<file path="config.mk">
export PLATFORM = sky130hd
export DESIGN_NAME = imem_loader_flat
export DESIGN_NICKNAME = d
export VERILOG_FILES = /design/src/rtl/imem_loader_if.sv /design/src/rtl/imem_loader.sv /design/src/flat_wrapper.sv
export SDC_FILE = /design/constraint.sdc
export NUM_CORES = 1
export LEC_CHECK = 0
export CORE_ASPECT_RATIO = 0.8
export CORE_MARGIN = 2
export CORE_UTILIZATION = 65
export CTS_CLUSTER_SIZE = 12
export DETAILED_ROUTE_END_ITERATION = 10
export DONT_BUFFER_PORTS = 1
export MAX_ROUTING_LAYER = met4
export PLACE_DENSITY = 0.81
export SYNTH_ARGS = -nofsm -noshare
export SYNTH_HDL_FRONTEND = slang
export SYNTH_SLANG_ARGS = --single-unit
</file>
<file path="constraint.sdc">
create_clock -name clk -period 4.3 [get_ports clk]
set_clock_uncertainty 0.2 [all_clocks]
set_input_delay 0.215 -clock clk [delete_from_list [all_inputs] [get_ports clk]]
set_output_delay 0.215 -clock clk [all_outputs]
set_load 0.01 [all_outputs]
</file>
<file path="src/rtl/imem_loader_if.sv">
// rtl/imem_loader_if.sv - byte stream sink and instruction-memory write port of the boot loader
interface imem_loader_if #(
    parameter int ADDR_W = 8
);
    logic [7:0]        s_data;
    logic              s_valid;
    logic              s_ready;
    logic              imem_we;
    logic [ADDR_W-1:0] imem_addr;
    logic [31:0]       imem_wdata;

    // master: byte source plus memory observer; slave: the loader itself
    modport master (
        output s_data, s_valid,
        input  s_ready, imem_we, imem_addr, imem_wdata
    );
    modport slave (
        input  s_data, s_valid,
        output s_ready, imem_we, imem_addr, imem_wdata
    );
endinterface

</file>
<file path="src/rtl/imem_loader.sv">
// rtl/imem_loader.sv - framed byte-stream loader that fills instruction memory and gates core reset
module imem_loader #(
    parameter int ADDR_W  = 8,
    parameter int TIMEOUT = 1000
) (
    input  logic            clk,
    input  logic            rst_n,
    input  logic            start,
    imem_loader_if.slave    bus,
    output logic            cpu_rst,
    output logic            busy,
    output logic            done,
    output logic            error,
    output logic [ADDR_W:0] words_loaded
);
    localparam int          IW    = (TIMEOUT < 2) ? 1 : $clog2(TIMEOUT);
    localparam logic [16:0] MAX_N = 17'(2 ** ADDR_W);

    typedef enum logic [2:0] {
        S_IDLE, S_LEN0, S_LEN1, S_DATA, S_CSUM, S_DONE, S_ERR
    } state_t;

    state_t            state_q, state_d;
    logic [7:0]        len_lo_q, len_lo_d;
    logic [15:0]       len_q, len_d;
    logic [1:0]        bidx_q, bidx_d;
    logic [23:0]       asm_q, asm_d;
    logic [7:0]        csum_q, csum_d;
    logic [IW-1:0]     idle_q, idle_d;
    logic              we_q, we_d;
    logic [ADDR_W-1:0] addr_q, addr_d;
    logic [31:0]       wdata_q, wdata_d;
    logic [ADDR_W:0]   cnt_q, cnt_d;
    logic              in_frame;
    logic              xfer;

    assign in_frame = (state_q == S_LEN0) || (state_q == S_LEN1) ||
                      (state_q == S_DATA) || (state_q == S_CSUM);
    assign xfer     = bus.s_valid && in_frame;

    always_comb begin
        state_d  = state_q;
        len_lo_d = len_lo_q;
        len_d    = len_q;
        bidx_d   = bidx_q;
        asm_d    = asm_q;
        csum_d   = csum_q;
        idle_d   = idle_q;
        we_d     = 1'b0;
        addr_d   = addr_q;
        wdata_d  = wdata_q;
        cnt_d    = cnt_q;
        case (state_q)
            S_IDLE, S_DONE, S_ERR: begin
                if (start) begin
                    state_d = S_LEN0;
                    cnt_d   = '0;
                    csum_d  = '0;
                    idle_d  = '0;
                    bidx_d  = '0;
                end
            end
            S_LEN0: begin
                if (xfer) begin
                    len_lo_d = bus.s_data;
                    state_d  = S_LEN1;
                end
            end
            S_LEN1: begin
                if (xfer) begin
                    len_d = {bus.s_data, len_lo_q};
                    if ({1'b0, len_d} > MAX_N) begin
                        state_d = S_ERR;
                    end else if (len_d == 16'd0) begin
                        state_d = S_CSUM;
                    end else begin
                        state_d = S_DATA;
                    end
                end
            end
            S_DATA: begin
                if (xfer) begin
                    bidx_d = bidx_q + 2'd1;
                    // the fourth byte goes straight into the write register, bypassing asm
                    if (bidx_q == 2'd3) begin
                        we_d    = 1'b1;
                        addr_d  = cnt_q[ADDR_W-1:0];
                        wdata_d = {bus.s_data, asm_q};
                        cnt_d   = cnt_q + 1'b1;
                        if ((16'(cnt_q) + 16'd1) == len_q) begin
                            state_d = S_CSUM;
                        end
                    end else begin
                        asm_d[{bidx_q, 3'b000} +: 8] = bus.s_data;
                    end
                end
            end
            S_CSUM: begin
                if (xfer) begin
                    state_d = (bus.s_data == csum_q) ? S_DONE : S_ERR;
                end
            end
            default: state_d = S_IDLE;
        endcase
        if (in_frame) begin
            if (xfer) begin
                idle_d = '0;
                csum_d = csum_q ^ bus.s_data;
            end else if (idle_q == IW'(TIMEOUT - 1)) begin
                state_d = S_ERR;
            end else begin
                idle_d = idle_q + 1'b1;
            end
        end
    end

    always_ff @(posedge clk or negedge rst_n) begin
        if (!rst_n) begin
            state_q  <= S_IDLE;
            len_lo_q <= '0;
            len_q    <= '0;
            bidx_q   <= '0;
            asm_q    <= '0;
            csum_q   <= '0;
            idle_q   <= '0;
            we_q     <= 1'b0;
            addr_q   <= '0;
            wdata_q  <= '0;
            cnt_q    <= '0;
        end else begin
            state_q  <= state_d;
            len_lo_q <= len_lo_d;
            len_q    <= len_d;
            bidx_q   <= bidx_d;
            asm_q    <= asm_d;
            csum_q   <= csum_d;
            idle_q   <= idle_d;
            we_q     <= we_d;
            addr_q   <= addr_d;
            wdata_q  <= wdata_d;
            cnt_q    <= cnt_d;
        end
    end

    assign bus.s_ready    = in_frame;
    assign bus.imem_we    = we_q;
    assign bus.imem_addr  = addr_q;
    assign bus.imem_wdata = wdata_q;
    assign busy           = in_frame;
    assign cpu_rst        = (state_q != S_DONE);
    assign done           = (state_q == S_DONE);
    assign error          = (state_q == S_ERR);
    assign words_loaded   = cnt_q;
endmodule

</file>
<file path="src/flat_wrapper.sv">
// flat-port wrapper written by rule: the top's interface ports become plain ports
module imem_loader_flat 
#(
    parameter int ADDR_W  = 8,
    parameter int TIMEOUT = 1000
)
  (clk, rst_n, start, cpu_rst, busy, done, error, words_loaded, bus_s_data, bus_s_valid, bus_s_ready, bus_imem_we, bus_imem_addr, bus_imem_wdata);
  imem_loader_if #(.ADDR_W(ADDR_W)) bus_i ();
  input  logic clk;
  input  logic rst_n;
  input  logic start;
  output logic cpu_rst;
  output logic busy;
  output logic done;
  output logic error;
  output logic [ADDR_W:0] words_loaded;
  input wire logic [$bits(bus_i.s_data)-1:0] bus_s_data;
  input wire logic [$bits(bus_i.s_valid)-1:0] bus_s_valid;
  output wire logic [$bits(bus_i.s_ready)-1:0] bus_s_ready;
  output wire logic [$bits(bus_i.imem_we)-1:0] bus_imem_we;
  output wire logic [$bits(bus_i.imem_addr)-1:0] bus_imem_addr;
  output wire logic [$bits(bus_i.imem_wdata)-1:0] bus_imem_wdata;
  assign bus_i.s_data = bus_s_data;
  assign bus_i.s_valid = bus_s_valid;
  assign bus_s_ready = bus_i.s_ready;
  assign bus_imem_we = bus_i.imem_we;
  assign bus_imem_addr = bus_i.imem_addr;
  assign bus_imem_wdata = bus_i.imem_wdata;
  imem_loader #(.ADDR_W(ADDR_W), .TIMEOUT(TIMEOUT)) u_core (.clk(clk), .rst_n(rst_n), .start(start), .bus(bus_i), .cpu_rst(cpu_rst), .busy(busy), .done(done), .error(error), .words_loaded(words_loaded));
endmodule
</file>
==> results of run 1 <==
[per-layer routing]
| layer | share of wire | vias to the layer above | routed length [um] | global-route usage |
|---|---|---|---|---|
| met5 | 0 | - | 0 | - |
| met4 | 0.027 | 0 | 361 | 0.1597 |
| met3 | 0.076 | 33 | 1039 | 0.08780 |
| met2 | 0.47 | 192 | 6404 | 0.4811 |
| met1 | 0.43 | 2199 | 5813 | 0.4006 |
| li1 | - | 2072 | - | - |
[area by class of cell]
class	count	area share
Inverter	12	0.006984
Clock buffer	19	0.06693
Antenna cell	1	0.0003880
Timing Repair Buffer	14	0.02367
Sequential cell	121	0.4694
Tap cell	112	0.02173
Clock inverter	12	0.02328
Multi-Input combinational cell	452	0.3876
[worst paths after layout]
check / start / depth (start not counted) / slack (ns) / end
max in group asynchronous: rst_n / 2 / 3.32 / u_core.len_q[8]$_DFFE_PN0P_
min in group asynchronous: rst_n / 2 / 0.09 / u_core.bus.imem_wdata[17]$_DFFE_PN0P_
worst min-delay path: bus_s_valid / 5 / 0.04 / u_core.state_q[0]$_DFF_PN0_
worst max-delay path: u_core.state_q[1]$_DFF_PN0_ / 8 / 1.61 / u_core.words_loaded[2]$_DFFE_PN0P_
worst min register to register: u_core.asm_q[21]$_DFFE_PN0P_ / 2 / 0.27 / u_core.bus.imem_wdata[21]$_DFFE_PN0P_
worst max register to register: u_core.state_q[1]$_DFF_PN0_ / 8 / 1.61 / u_core.words_loaded[2]$_DFFE_PN0P_
[sequential cells by signal, indices dropped and copies added, names as in the netlist]
register               flops
u_core.csum_q              8
u_core.bus.imem_we         1
u_core.bidx_q              2
u_core.idle_q             10
u_core.bus.imem_wdata     32
u_core.state_q             3
u_core.len_q              16
u_core.bus.imem_addr       8
u_core.len_lo_q            8
u_core.asm_q              24
u_core.words_loaded        9
[Yosys cell counts (all sizes together), types with 2 or more instances]
library cell,count
a21oi,8
a221o,2
and2,2
and3,5
buf,28
clkbuf,7
dfrtp,121
ha,7
inv,12
mux2,24
nand2,197
nand2b,9
nand3,13
nand3b,2
nand4,7
nor2,36
nor2b,4
nor3,10
nor4,5
o2111ai,2
o211ai,2
o21ai,62
o22ai,3
o31ai,5
or2,2
or3,2
or4,4
xnor2,14
xor2,10
[per-stage QoR]
stage / hold slack [ns] / instance area [um^2]
after floorplan: -0.2806 / 5749
final: 0.03523 / 6450
after CTS: 0.01206 / 6447
after global routing: 0.08867 / 6450
after global placement: -0.2777 / 5728
after detailed placement: -0.2783 / 5728
[kinds of logic after synthesis]
family,count (synthesis)
AO/OA/AOI/OAI,95
XOR/XNOR,24
adder cells (fa/ha/maj),8
buffers and inverters,47
flip-flops,121
multiplexers,24
AND/OR/NAND/NOR,301
[power breakdown]
| part | leakage (nW) | internal [mW] | total [mW] | switching, mW |
|---|---|---|---|---|
| registers | 1.62 | 1.36 | 1.57 | 0.208 |
| logic | 1.10 | 0.391 | 0.968 | 0.578 |
| clock network | 0.280 | 0.892 | 1.40 | 0.505 |
[worst min-delay path, delay by kind of cell]
kind | cells | cell delay [ns]
compound gates | 4 | 0.41
simple gates | 1 | 0.08
==> impl_metrics.py, run 1 <==
metrics = {
    "run_status": {
        "status": "completed",
    },
    "cells_and_area": {
        "post-route-util": 0.7570,
        "seq_area_um2": 3028,
        "drive_gt1_frac": 0.1190,
        "fin_nets": 637,
        "fillers": 555,
        "layout.cells.non_filler": 743,
        "multiInputGateArea_um2": 2500,
        "layout_commonest_cell": "nand2_1",
        "final_cell_mix": "nand2_1 (195), dfrtp_1 (121), o21ai_0 (54)",
        "areaGrowthSynthToFinish_pct": 12.19,
    },
    "yosys": {
        "synth_area_leaders": "dfrtp_1 (53%), nand2_1 (13%), o21ai_0 (4.7%)",
        "muxShareOfSynthArea": 0.04701,
        "yosysWarnings": 0,
        "synth_edf_count": 0,
        "synth_nets": 639,
        "synth_top_area_frac": 0.5267,
        "yosys.area_share.simple": 0.2368,
        "yosys.cell_types.count": 61,
        "synth_fa_ha_area_frac": 0.01697,
        "synth-async-reset-ratio": 1.000,
        "ys.flop_type": "dfrtp_1",
        "avgSynthCellArea_um2": 9.273,
        "syn_inst": 620,
        "synth_seq_area_share": 0.5267,
        "synth_area_um2": 5749,
        "synth_top_family_by_area": "simple AND/OR/NAND/NOR gates",
        "synth_compound_area_frac": 0.09750,
        "ys_seq_elements": 121,
        "yosysTopAreaCell": "dfrtp_1",
        "synthXorXnorAreaFrac": 0.03656,
    },
    "routing": {
        "avgViaCountPerCell": 6.051,
        "wl_um": 13620,
        "final_antenna_net_count": 0,
        "via_count": 4496,
        "drtIter0Drc": 483,
        "drc": 0,
        "wl_per_cell_um": 18.33,
        "firstDrtPassIters": 5,
    },
    "critical_path": {
        "path_max_fanout": 53,
        "critPathKind": "reg2reg",
        "worstPathRequired_ns": 4.49,
        "worstSetupEndpointType": "flip-flop",
        "critical_path.max_stage_delay_ns": 0.52,
        "cp_num_buf_inv": 2,
        "path_delay_family": "simple AND/OR/NAND/NOR gates",
        "cp_cell_sequence": "or3_1, nand2_1, inv_2, nand4_2, buf_4, nor2_1, o21ai_0, o21ai_0",
        "critPathMostFrequentCell": "o21ai_0",
        "worst_path_max_delay_cell": "dfrtp_1",
        "arrival_ns": 2.89,
        "critPathLaunchType": "flip-flop",
    },
    "floorplanning": {
        "core-area_um2": 8521,
        "initial_core_util": 0.6747,
        "die_h_um": 88.12,
        "dieArea_um2": 9618,
        "rows": 30,
        "io_pins": 67,
        "die_w_um": 109.2,
    },
    "clocking": {
        "hold_buffers": 12,
        "clock-root-buffer": "clkbuf_8",
        "post_cts_buffers": 0,
        "cts.sink_count": 121,
        "clk-insertion-delay-late_ns": 0.53,
        "htree_levels": 4,
        "path_clk_slew_ns": 0.06,
        "clock_path_buffers": 2,
        "cts_buffers": 17,
        "cts_resized": 0,
        "cts_tree": "done",
    },
    "sta": {
        "tns_ns": 0,
        "period_minus_slack_ns": 2.694,
        "slew_violations": 0,
        "grt_setup_unrepaired": "false",
        "finalHoldViolCount": 0,
        "setup-violations-final": 0,
        "fmax_mhz": 371.1,
        "worst_slew_pin_slew_ns": 1.123,
        "max_slew_margin": 0.2483,
        "worst_slack_ns": 1.606,
        "final.period_utilization": 0.6266,
    },
    "global_routing": {
        "grt_pass1_vias": 4437,
        "grt_use_total": 0.3200,
        "grt_max_degree": 122,
        "antenna_found_initial": 1,
        "grt_pass1_wl_um": 22200,
        "grt-ovfl-total": 0,
    },
    "pwr": {
        "leakage_nw": 3.004,
        "powerDensity_nw_per_um2": 609.6,
        "finalPower_mw": 3.932,
        "irDropWorstVdd_v": 0.0004172,
    },
    "place": {
        "pre_cts_ws_ns": 1.636,
        "dp_hpwl_um": 8290,
        "globalplace.congestion": 0.9531,
        "dp_cells": 699,
        "io_buffer_count": 0,
    },
    "worst_hold_path": {
        "hp-class": "in2reg",
    },
    "run": {
        "cap_violations": 0,
    },
}
Power figures use the tool's default switching activity.
==> run 2: changes to the inputs <==
Settings changed: CORE_UTILIZATION 65 to 57, PLACE_DENSITY 0.81 to 0.75.
Clock period 4.3 ns to 2.4 ns, I/O delays scaled along.
==> impl_metrics.py, run 2 (synthesized netlist as in run 1, its figures left out) <==
metrics = {
    "cells_and_area": {
        "layout_commonest_cell": "nand2_1",
        "antennaDiodeCount": 0,
        "final_area_um2": 6605,
        "drive_gt1_frac": 0.1435,
        "areaGrowthSynthToFinish_pct": 14.89,
        "largest_reg_flops": 32,
        "fin_nets": 654,
        "final_cell_mix": "nand2_1 (194), dfrtp_1 (121), o21ai_0 (54)",
    },
    "clocking": {
        "htree_levels": 4,
        "path_clk_slew_ns": 0.06,
        "cts_tree": "done",
        "clock_path_buffers": 2,
        "clk-insertion-delay-late_ns": 0.41,
        "hold_buffers": 10,
        "clock-root-buffer": "clkbuf_16",
        "cts_buffers": 17,
        "cts.sink_count": 121,
    },
    "global_routing": {
        "grt_use_total": 0.2700,
        "antenna_found_initial": 0,
        "grt_pass1_wl_um": 21840,
        "grt_pass1_vias": 4399,
        "grt-ovfl-total": 0,
        "grt_max_degree": 122,
    },
    "pwr": {
        "leakage_nw": 3.086,
        "irDropWorstVdd_v": 0.0007304,
        "powerDensity_nw_per_um2": 1085,
    },
    "critical_path": {
        "critPathLaunchType": "flip-flop",
        "worstSetupEndpointType": "flip-flop",
        "worstPathRequired_ns": 2.49,
        "critPathKind": "reg2reg",
        "arrival_ns": 2.35,
        "path_max_fanout": 7,
    },
    "routing": {
        "drc": 0,
        "firstDrtPassIters": 5,
        "final_antenna_net_count": 0,
        "wl_per_cell_um": 17.13,
        "via_count": 4435,
        "avgViaCountPerCell": 5.657,
        "drtIter0Drc": 337,
        "wl_um": 13430,
    },
    "worst_hold_path": {
        "hp-class": "in2async",
    },
    "floorplanning": {
        "rows": 32,
        "dieArea_um2": 10910,
        "die_w_um": 116.3,
        "core-area_um2": 9729,
        "io_pins": 67,
        "die_h_um": 93.83,
        "initial_core_util": 0.5909,
    },
    "sta": {
        "finalHoldViolCount": 121,
        "max_slew_margin": 0.5812,
        "worst_slew_pin_slew_ns": 0.6261,
        "period_minus_slack_ns": 2.256,
        "final.period_utilization": 0.9398,
        "holdWs_ns": -0.8023,
        "fmax_mhz": 443.3,
        "setup-violations-final": 0,
        "slew_violations": 0,
        "grt_setup_unrepaired": "false",
        "tns_ns": 0,
    },
    "run_status": {
        "violations": "hold timing",
        "status": "complete, but fails checks",
    },
    "place": {
        "postPlaceCellArea_um2": 5901,
        "globalplace.congestion": 0.9164,
        "dp_hpwl_um": 8257,
        "io_buffer_count": 0,
    },
    "run": {
        "cap_violations": 0,
    },
}
## run 2: worst paths after layout
kind	start	to	slack, ns	cells past startpoint
min in group clk	bus_s_valid	u_core.state_q[0]$_DFF_PN0_	0.10	5
worst max-delay path	u_core.words_loaded[1]$_DFFE_PN0P_	u_core.state_q[2]$_DFF_PN0_	0.14	7
worst min register to register	u_core.asm_q[4]$_DFFE_PN0P_	u_core.bus.imem_wdata[4]$_DFFE_PN0P_	0.27	2
worst min-delay path	rst_n	u_core.bus.imem_wdata[20]$_DFFE_PN0P_	-0.80	0
max in group asynchronous	rst_n	u_core.words_loaded[3]$_DFFE_PN0P_	2.62	0
worst max register to register	u_core.words_loaded[1]$_DFFE_PN0P_	u_core.state_q[2]$_DFF_PN0_	0.14	7
## run 2: metrics by stage
step | setup slack, ns | utilization | hold WS, ns | cells | total power, mW
after CTS | 0.1434 | 0.6782 | -0.8088 | 784 | 7.159
after global placement | 0.2477 | 0.6065 | -0.3728 | 742 | 4.407
after detailed placement | 0.1826 | 0.6065 | -0.3733 | 742 | 4.518
after floorplan | 0.1200 | - | -0.3756 | 620 | 4.116
after global routing | 0.001766 | 0.6789 | -0.8184 | 784 | 7.547
final | 0.1444 | 0.6789 | -0.8023 | 784 | 7.169
## run 2: where the power goes
part | switching [mW] | internal, mW | total, mW
Combinational | 1.06 | 0.778 | 1.84
Sequential | 0.323 | 2.44 | 2.76
Clock | 0.913 | 1.66 | 2.57
## run 2: metal layers
layer  part of all wire  track usage  wire, um
met1               0.45       0.3624      6090
met2               0.47       0.3992      6262
met3              0.065      0.06516       876
met4              0.015       0.1052       201
met5                  0            -         0
## run 2: layout make-up
type | instances | area [um^2]
clock buffers | 21 | 450.4
clock inverters | 11 | 147.6
fillers | 736 | 3124
inverters | 12 | 45.04
multi-input cells | 452 | 2502
flip-flops and latches | 121 | 3028
well taps | 136 | 170.2
repair buffers | 31 | 261.5
## run 2: worst max-delay path, cell delays in order, from the launching register on
cell and delay (ns):
dfrtp_1 0.35, ha_1 0.28, nand3_4 0.15, or2_4 0.27, a221o_1 0.34, o2111ai_2 0.20, nor2_1 0.07, a211o_1 0.27
## run 2: what timing repair did
item,4_1_cts,5_1_grt
endpoints found under the setup margin,0,1
resized for setup,0,2
endpoints found under the hold margin,200,121
buffers inserted,0,0
